### src/rtl/nco_phase_pkg.sv
// rtl/nco_phase_pkg.sv - shared types and constants for the two-channel NCO phase accumulator (dither option: NCO_PHASE_DITHER_EN)
package nco_phase_pkg;

    // Shadow configuration fields are this wide; the top WIDTH parameter defaults to it
    // and must not exceed it.
    localparam int NCO_WIDTH = 16;

    // Number of LFSR bits added into each channel argument when dither is built in.
    localparam int DITHER_BITS = 2;

    // Dither LFSR reset value.
    localparam logic [15:0] LFSR_SEED = 16'hACE1;

    typedef enum logic {
        ST_IDLE    = 1'b0,
        ST_PENDING = 1'b1
    } cfg_state_e;

    typedef struct packed {
        logic                 chan;
        logic [NCO_WIDTH-1:0] freq;
        logic [NCO_WIDTH-1:0] phase;
        logic                 mode;
    } cfg_t;

    // One step of the 16-bit Fibonacci LFSR (taps 16,14,13,11), shifting towards bit 0.
    function automatic logic [15:0] lfsr_next(input logic [15:0] s);
        return {s[0] ^ s[2] ^ s[3] ^ s[5], s[15:1]};
    endfunction

endpackage

### src/rtl/nco_phase_acc_two_ch_ch.sv
// rtl/nco_phase_acc_two_ch_ch.sv - one NCO channel: freq/phase/mode registers, accumulator and argument register
module nco_phase_acc_ch
    import nco_phase_pkg::*;
#(
    parameter int WIDTH = 16
) (
    input  logic                   i_clk,
    input  logic                   i_reset,
    input  logic                   i_clkena,
    input  logic                   i_sync,
    input  logic                   i_load,
    input  logic [WIDTH-1:0]       i_freq,
    input  logic [WIDTH-1:0]       i_phase,
    input  logic                   i_mode,
    input  logic [DITHER_BITS-1:0] i_dither,
    output logic [WIDTH-1:0]       o_arg,
    output logic                   o_mode
);

    logic [WIDTH-1:0] r_freq;
    logic [WIDTH-1:0] r_phase;
    logic             r_mode;
    logic [WIDTH-1:0] r_acc;
    logic [WIDTH-1:0] r_arg;
    logic             r_mode_out;

    // Accumulate and form the argument from the pre-update accumulator; a load only
    // takes effect on the following enabled edge because every use here sees the old registers.
    always_ff @(posedge i_clk or posedge i_reset) begin
        if (i_reset) begin
            r_freq     <= '0;
            r_phase    <= '0;
            r_mode     <= 1'b0;
            r_acc      <= '0;
            r_arg      <= '0;
            r_mode_out <= 1'b0;
        end else if (i_clkena) begin
            r_acc      <= i_sync ? '0 : r_acc + r_freq;
            r_arg      <= r_acc + r_phase + WIDTH'(i_dither);
            r_mode_out <= r_mode;
            if (i_load) begin
                r_freq  <= i_freq;
                r_phase <= i_phase;
                r_mode  <= i_mode;
            end
        end
    end

    assign o_arg  = r_arg;
    assign o_mode = r_mode_out;

endmodule

### src/rtl/nco_phase_acc_two_ch.sv
// rtl/nco_phase_acc_two_ch.sv - two-channel NCO phase accumulator with config handshake (optional dither: NCO_PHASE_DITHER_EN)
module nco_phase_acc_two_ch
    import nco_phase_pkg::*;
#(
    parameter int WIDTH   = NCO_WIDTH,
    parameter int LATENCY = 4
) (
    input  logic             reset,
    input  logic             clk,
    input  logic             clkena,
    input  logic             cfg_valid,
    output logic             cfg_ready,
    input  logic             cfg_chan,
    input  logic [WIDTH-1:0] cfg_freq,
    input  logic [WIDTH-1:0] cfg_phase,
    input  logic             cfg_mode,
    input  logic             sync,
    output logic [WIDTH-1:0] arg0,
    output logic [WIDTH-1:0] arg1,
    output logic             mode0,
    output logic             mode1,
    output logic             func_valid
);

    cfg_state_e                r_state;
    cfg_state_e                w_next_state;
    logic                      w_apply;
    cfg_t                      r_shadow;
    logic [LATENCY-1:0]        r_fv_sr;
    logic [DITHER_BITS-1:0]    w_dither0;
    logic [DITHER_BITS-1:0]    w_dither1;
    logic                      w_load0;
    logic                      w_load1;

    // Config FSM register.
    always_ff @(posedge clk or posedge reset) begin
        if (reset) begin
            r_state <= ST_IDLE;
        end else begin
            r_state <= w_next_state;
        end
    end

    // Next state: capture is clock-enable independent, apply waits for an enabled edge.
    always_comb begin
        w_next_state = r_state;
        w_apply      = 1'b0;
        case (r_state)
            ST_IDLE: begin
                if (cfg_valid) begin
                    w_next_state = ST_PENDING;
                end
            end
            ST_PENDING: begin
                if (clkena) begin
                    w_apply      = 1'b1;
                    w_next_state = ST_IDLE;
                end
            end
            default: w_next_state = ST_IDLE;
        endcase
    end

    assign cfg_ready = (r_state == ST_IDLE);

    // Shadow capture of an accepted request; cleared by reset so a pending update is dropped.
    always_ff @(posedge clk or posedge reset) begin
        if (reset) begin
            r_shadow <= '0;
        end else if (r_state == ST_IDLE && cfg_valid) begin
            r_shadow.chan  <= cfg_chan;
            r_shadow.freq  <= NCO_WIDTH'(cfg_freq);
            r_shadow.phase <= NCO_WIDTH'(cfg_phase);
            r_shadow.mode  <= cfg_mode;
        end
    end

    assign w_load0 = w_apply & ~r_shadow.chan;
    assign w_load1 = w_apply &  r_shadow.chan;

    // Output-valid pipe mirroring the downstream ROM latency in enabled cycles.
    always_ff @(posedge clk or posedge reset) begin
        if (reset) begin
            r_fv_sr <= '0;
        end else if (clkena) begin
            r_fv_sr <= LATENCY'({r_fv_sr, 1'b1});
        end
    end

    assign func_valid = r_fv_sr[LATENCY-1];

`ifdef NCO_PHASE_DITHER_EN
    logic [15:0] r_lfsr;

    // Shared dither LFSR; channel 0 takes bits [1:0], channel 1 bits [3:2].
    always_ff @(posedge clk or posedge reset) begin
        if (reset) begin
            r_lfsr <= LFSR_SEED;
        end else if (clkena) begin
            r_lfsr <= lfsr_next(r_lfsr);
        end
    end

    assign w_dither0 = r_lfsr[1:0];
    assign w_dither1 = r_lfsr[3:2];
`else
    assign w_dither0 = '0;
    assign w_dither1 = '0;
`endif

    nco_phase_acc_ch #(.WIDTH(WIDTH)) u_ch0 (
        .i_clk    (clk),
        .i_reset  (reset),
        .i_clkena (clkena),
        .i_sync   (sync),
        .i_load   (w_load0),
        .i_freq   (WIDTH'(r_shadow.freq)),
        .i_phase  (WIDTH'(r_shadow.phase)),
        .i_mode   (r_shadow.mode),
        .i_dither (w_dither0),
        .o_arg    (arg0),
        .o_mode   (mode0)
    );

    nco_phase_acc_ch #(.WIDTH(WIDTH)) u_ch1 (
        .i_clk    (clk),
        .i_reset  (reset),
        .i_clkena (clkena),
        .i_sync   (sync),
        .i_load   (w_load1),
        .i_freq   (WIDTH'(r_shadow.freq)),
        .i_phase  (WIDTH'(r_shadow.phase)),
        .i_mode   (r_shadow.mode),
        .i_dither (w_dither1),
        .o_arg    (arg1),
        .o_mode   (mode1)
    );

endmodule

### config.mk
export PLATFORM = sky130hd
export DESIGN_NAME = nco_phase_acc_two_ch
export DESIGN_NICKNAME = d
export VERILOG_FILES = /design/src/rtl/nco_phase_pkg.sv /design/src/rtl/nco_phase_acc_two_ch_ch.sv /design/src/rtl/nco_phase_acc_two_ch.sv
export SDC_FILE = /design/constraint.sdc
export NUM_CORES = 1
export LEC_CHECK = 0
export ABC_AREA = 1
export CORE_MARGIN = 5
export CORE_UTILIZATION = 45
export DETAILED_ROUTE_END_ITERATION = 12
export HOLD_SLACK_MARGIN = 0.05
export PLACE_DENSITY = 0.61
export SYNTH_ARGS = -nofsm -noshare
export SYNTH_HDL_FRONTEND = slang
export SYNTH_SLANG_ARGS = --single-unit
### constraint.sdc
create_clock -name clk -period 7.92 [get_ports clk]
set_input_delay 1.188 -clock clk [delete_from_list [all_inputs] [get_ports clk]]
set_output_delay 1.188 -clock clk [all_outputs]
set_load 0.02 [all_outputs]
==> metrics <==
outcome=finished clean; synth-to-layout area growth=16.8%; Die ar.=0.0248 mm^2; FF-to-FF path depth=11; commonest non-fill, non-tap cell in the layout=nand2_1; Synth cell types=27; reg2reg end=u_ch0.r_acc[12]$_DFFE_PP0P_; # hold bufs at CTS=0; top_reg_cell synth=dfrtp_1; via/cell ratio=4.83; core area=0.0216 mm^2; RSZ-0062 raised after global routing=false; 1st-pass router iterations=5; number of flops mapped to enable cells by yosys=0; crit-path cells=clkdlybuf4s50_1, buf_4, nand3_2, o21ai_0; post-DR wirelength/cell=14.2 um; layout cell share with drive strength beyond 1=3.15%; cell row count=54; clock transition at the registers of the reported paths=0.07 ns; die width=157 um; antenna violations before repair=0; Max VDD drop=0.181 mV; r2r startpoint=u_ch0.r_acc[0]$_DFFE_PP0P_; register area=0.00428 mm^2; vias in the first global route=7840; Worst slew margin=31.8%; CP Capture Type=register; CTS tree=yes; slowest stage delay, CP=0.87 ns; DP HPWL=18000 um; Power Density=416 mW/mm^2; post-layout min period=3.10 ns; post-cts gate resize count=0; HP Class=reg -> reg; Max Slew Vio Count=0; drt initial violations=584; f_max=0.323 GHz; Setup crit start=clkena; leak pwr=6.32 nW; port bufs=74; Hold Path End=r_fv_sr[0]$_DFFE_PP0P_; global-route wire length before repair=39700 um; clock latency on the worst-skew pair=0.43 ns; root cell of the clock tree=clkbuf_16; Final setup viols=0; routed via count=8242; mapped cell area=0.00979 mm^2; # clock sinks=171; Fin Hold WS=0.471 ns; flop2flop setup slack=5.96 ns; Post-DRT Antenna Nets=0; ys async rst share=100%; grt ovf=0; synthesized flop and latch total=171; Mapped Nets=1453; Hold Vio Cnt, Final=0; Nets=1517; initial core utilization=45.3%; setup TNS=0 ns; Inserted Clock Buffers=17; Crit Path Class=in -> reg; CP max stage cell=nand3_2; GRT Util Overall=20.2%; antenna cells=0; H-tree levels=4; slew of the pin with the lowest slew margin=1.02 ns; CP required=8.22 ns; Worst Path Arrival=3.40 ns; clock skew=0.0101 ns; Syn Area/Cell=7.25 um^2; Ports=75; DRC violations left=0; Syn Inst Count=1350; fillers=2140; # Post-CTS Setup Buffers=0; Max Cap Viol=0; commonest cells after routing, fill and taps aside=nand2_1, inv_1, dfrtp_1; final setup margin=4.82 ns; DIE HEIGHT=157 um; Setup WS pre-CTS=4.36 ns; worst-path fanout max=66; total power=4.75 mW; pin count of the biggest net entering global routing=92; area of the multi-input gates=0.00461 mm^2; register area share after synthesis=43.7%; Warnings, synthesis=0; clock buffer depth=2; worst hold stages=1; hold path start=r_fv_sr[0]$_DFFE_PP0P_; period utilisation layout=39.1%; Startpoint Class=input port; wirelength, routed=24300 um; Core Util, Final=52.9%; Final Wtd Congestion=0.848
[sequential cells by signal, indices dropped and copies added, names as in the netlist]
| signal | count |
|---|---|
| u_ch1.r_acc | 16 |
| u_ch0.r_phase | 16 |
| u_ch0.r_acc | 16 |
| u_ch0.o_mode | 1 |
| u_ch1.r_mode | 1 |
| u_ch1.r_freq | 16 |
| u_ch0.r_freq | 16 |
| u_ch0.o_arg | 16 |
| u_ch1.o_arg | 16 |
| r_state | 1 |
| r_shadow | 34 |
| u_ch1.r_phase | 16 |
| u_ch1.o_mode | 1 |
| r_fv_sr | 4 |
| u_ch0.r_mode | 1 |
[through the flow]
step,std cells,instance area (um^2)
6_report,1707,11400
5_1_grt,1707,11400
4_1_cts,1707,11400
3_5_place_dp,1675,10800
3_3_place_gp,1675,10800
2_1_floorplan,1350,9790
[synth_stat cells, types with 3 or more instances]
| cell | instances | area [um^2] |
|---|---|---|
| nand2_1 | 510 | 1910 |
| inv_1 | 201 | 754 |
| dfrtp_1 | 171 | 4280 |
| o21ai_0 | 92 | 460 |
| nor2_1 | 77 | 289 |
| nand3_1 | 75 | 375 |
| a21oi_1 | 69 | 345 |
| ha_1 | 60 | 751 |
| clkbuf_1 | 18 | 67.6 |
| nor3_1 | 12 | 60.1 |
| nand3b_1 | 9 | 67.6 |
| xnor2_1 | 9 | 78.8 |
| buf_2 | 8 | 40.0 |
| buf_1 | 7 | 26.3 |
| xor2_1 | 7 | 61.3 |
| fa_1 | 4 | 80.1 |
| nand4_1 | 4 | 25.0 |
| or2_2 | 3 | 18.8 |
[worst max-delay path, delay by kind of cell]
| family | cells | cell delay (ns) |
|---|---|---|
| buf+inv | 2 | 0.82 |
| compound gates | 1 | 0.50 |
| simple gates | 1 | 0.87 |
[metal layers]
metal / vias to the layer above / share of wire [%] / global-route usage [%]
met1: 3728 / 50 / 28.7
met3: 19 / 3.7 / 2.83
met4: 0 / 1.2 / 4.92
met2: 147 / 45 / 33.0
met5: - / 0 / 0
li1: 4348 / - / -
[report_power, final]
part | internal, mW | leakage, nW | switching, mW | total, mW
clock network | 0.549 | 0.308 | 0.362 | 0.911
registers | 1.23 | 2.07 | 0.279 | 1.51
logic | 0.904 | 3.94 | 1.43 | 2.33
[worst max-delay path by stage]
| stage | to | cells after the start |
|---|---|---|
| 4_1_cts | u_ch1.r_freq[4]$_DFFE_PP0P_ | 4 |
| 6_report | u_ch1.r_freq[4]$_DFFE_PP0P_ | 4 |
| 3_3_place_gp | u_ch1.r_freq[14]$_DFFE_PP0P_ | 4 |
| 2_1_floorplan | r_fv_sr[0]$_DFFE_PP0P_ | 1 |
| 3_5_place_dp | u_ch1.r_phase[12]$_DFFE_PP0P_ | 4 |
| 5_1_grt | u_ch1.r_freq[4]$_DFFE_PP0P_ | 4 |
[layout make-up]
type                       count  area share, %
clock buffer                  20           4.00
clock inverter                12           1.61
inverter                     203           6.71
multi-input combinational    942           40.4
sequential                   171           37.4
tap                          280           3.07
timing repair buffer          79           6.81
[logic make-up (layout without fill, tap and decap cells)]
family / count (synthesis) / count (layout) / synth area share, %
xor gates and xnor gates: 16 / 16 / 1.43
AOI/OAI and AO/OA: 168 / 168 / 8.74
DFF: 171 / 171 / 43.7
and+or+nand+nor: 693 / 693 / 28.3
muxes: 1 / 1 / 0.115
adders and majority gates: 64 / 64 / 8.49
buffers and inverters: 237 / 314 / 9.23
Power figures use the tool's default switching activity.
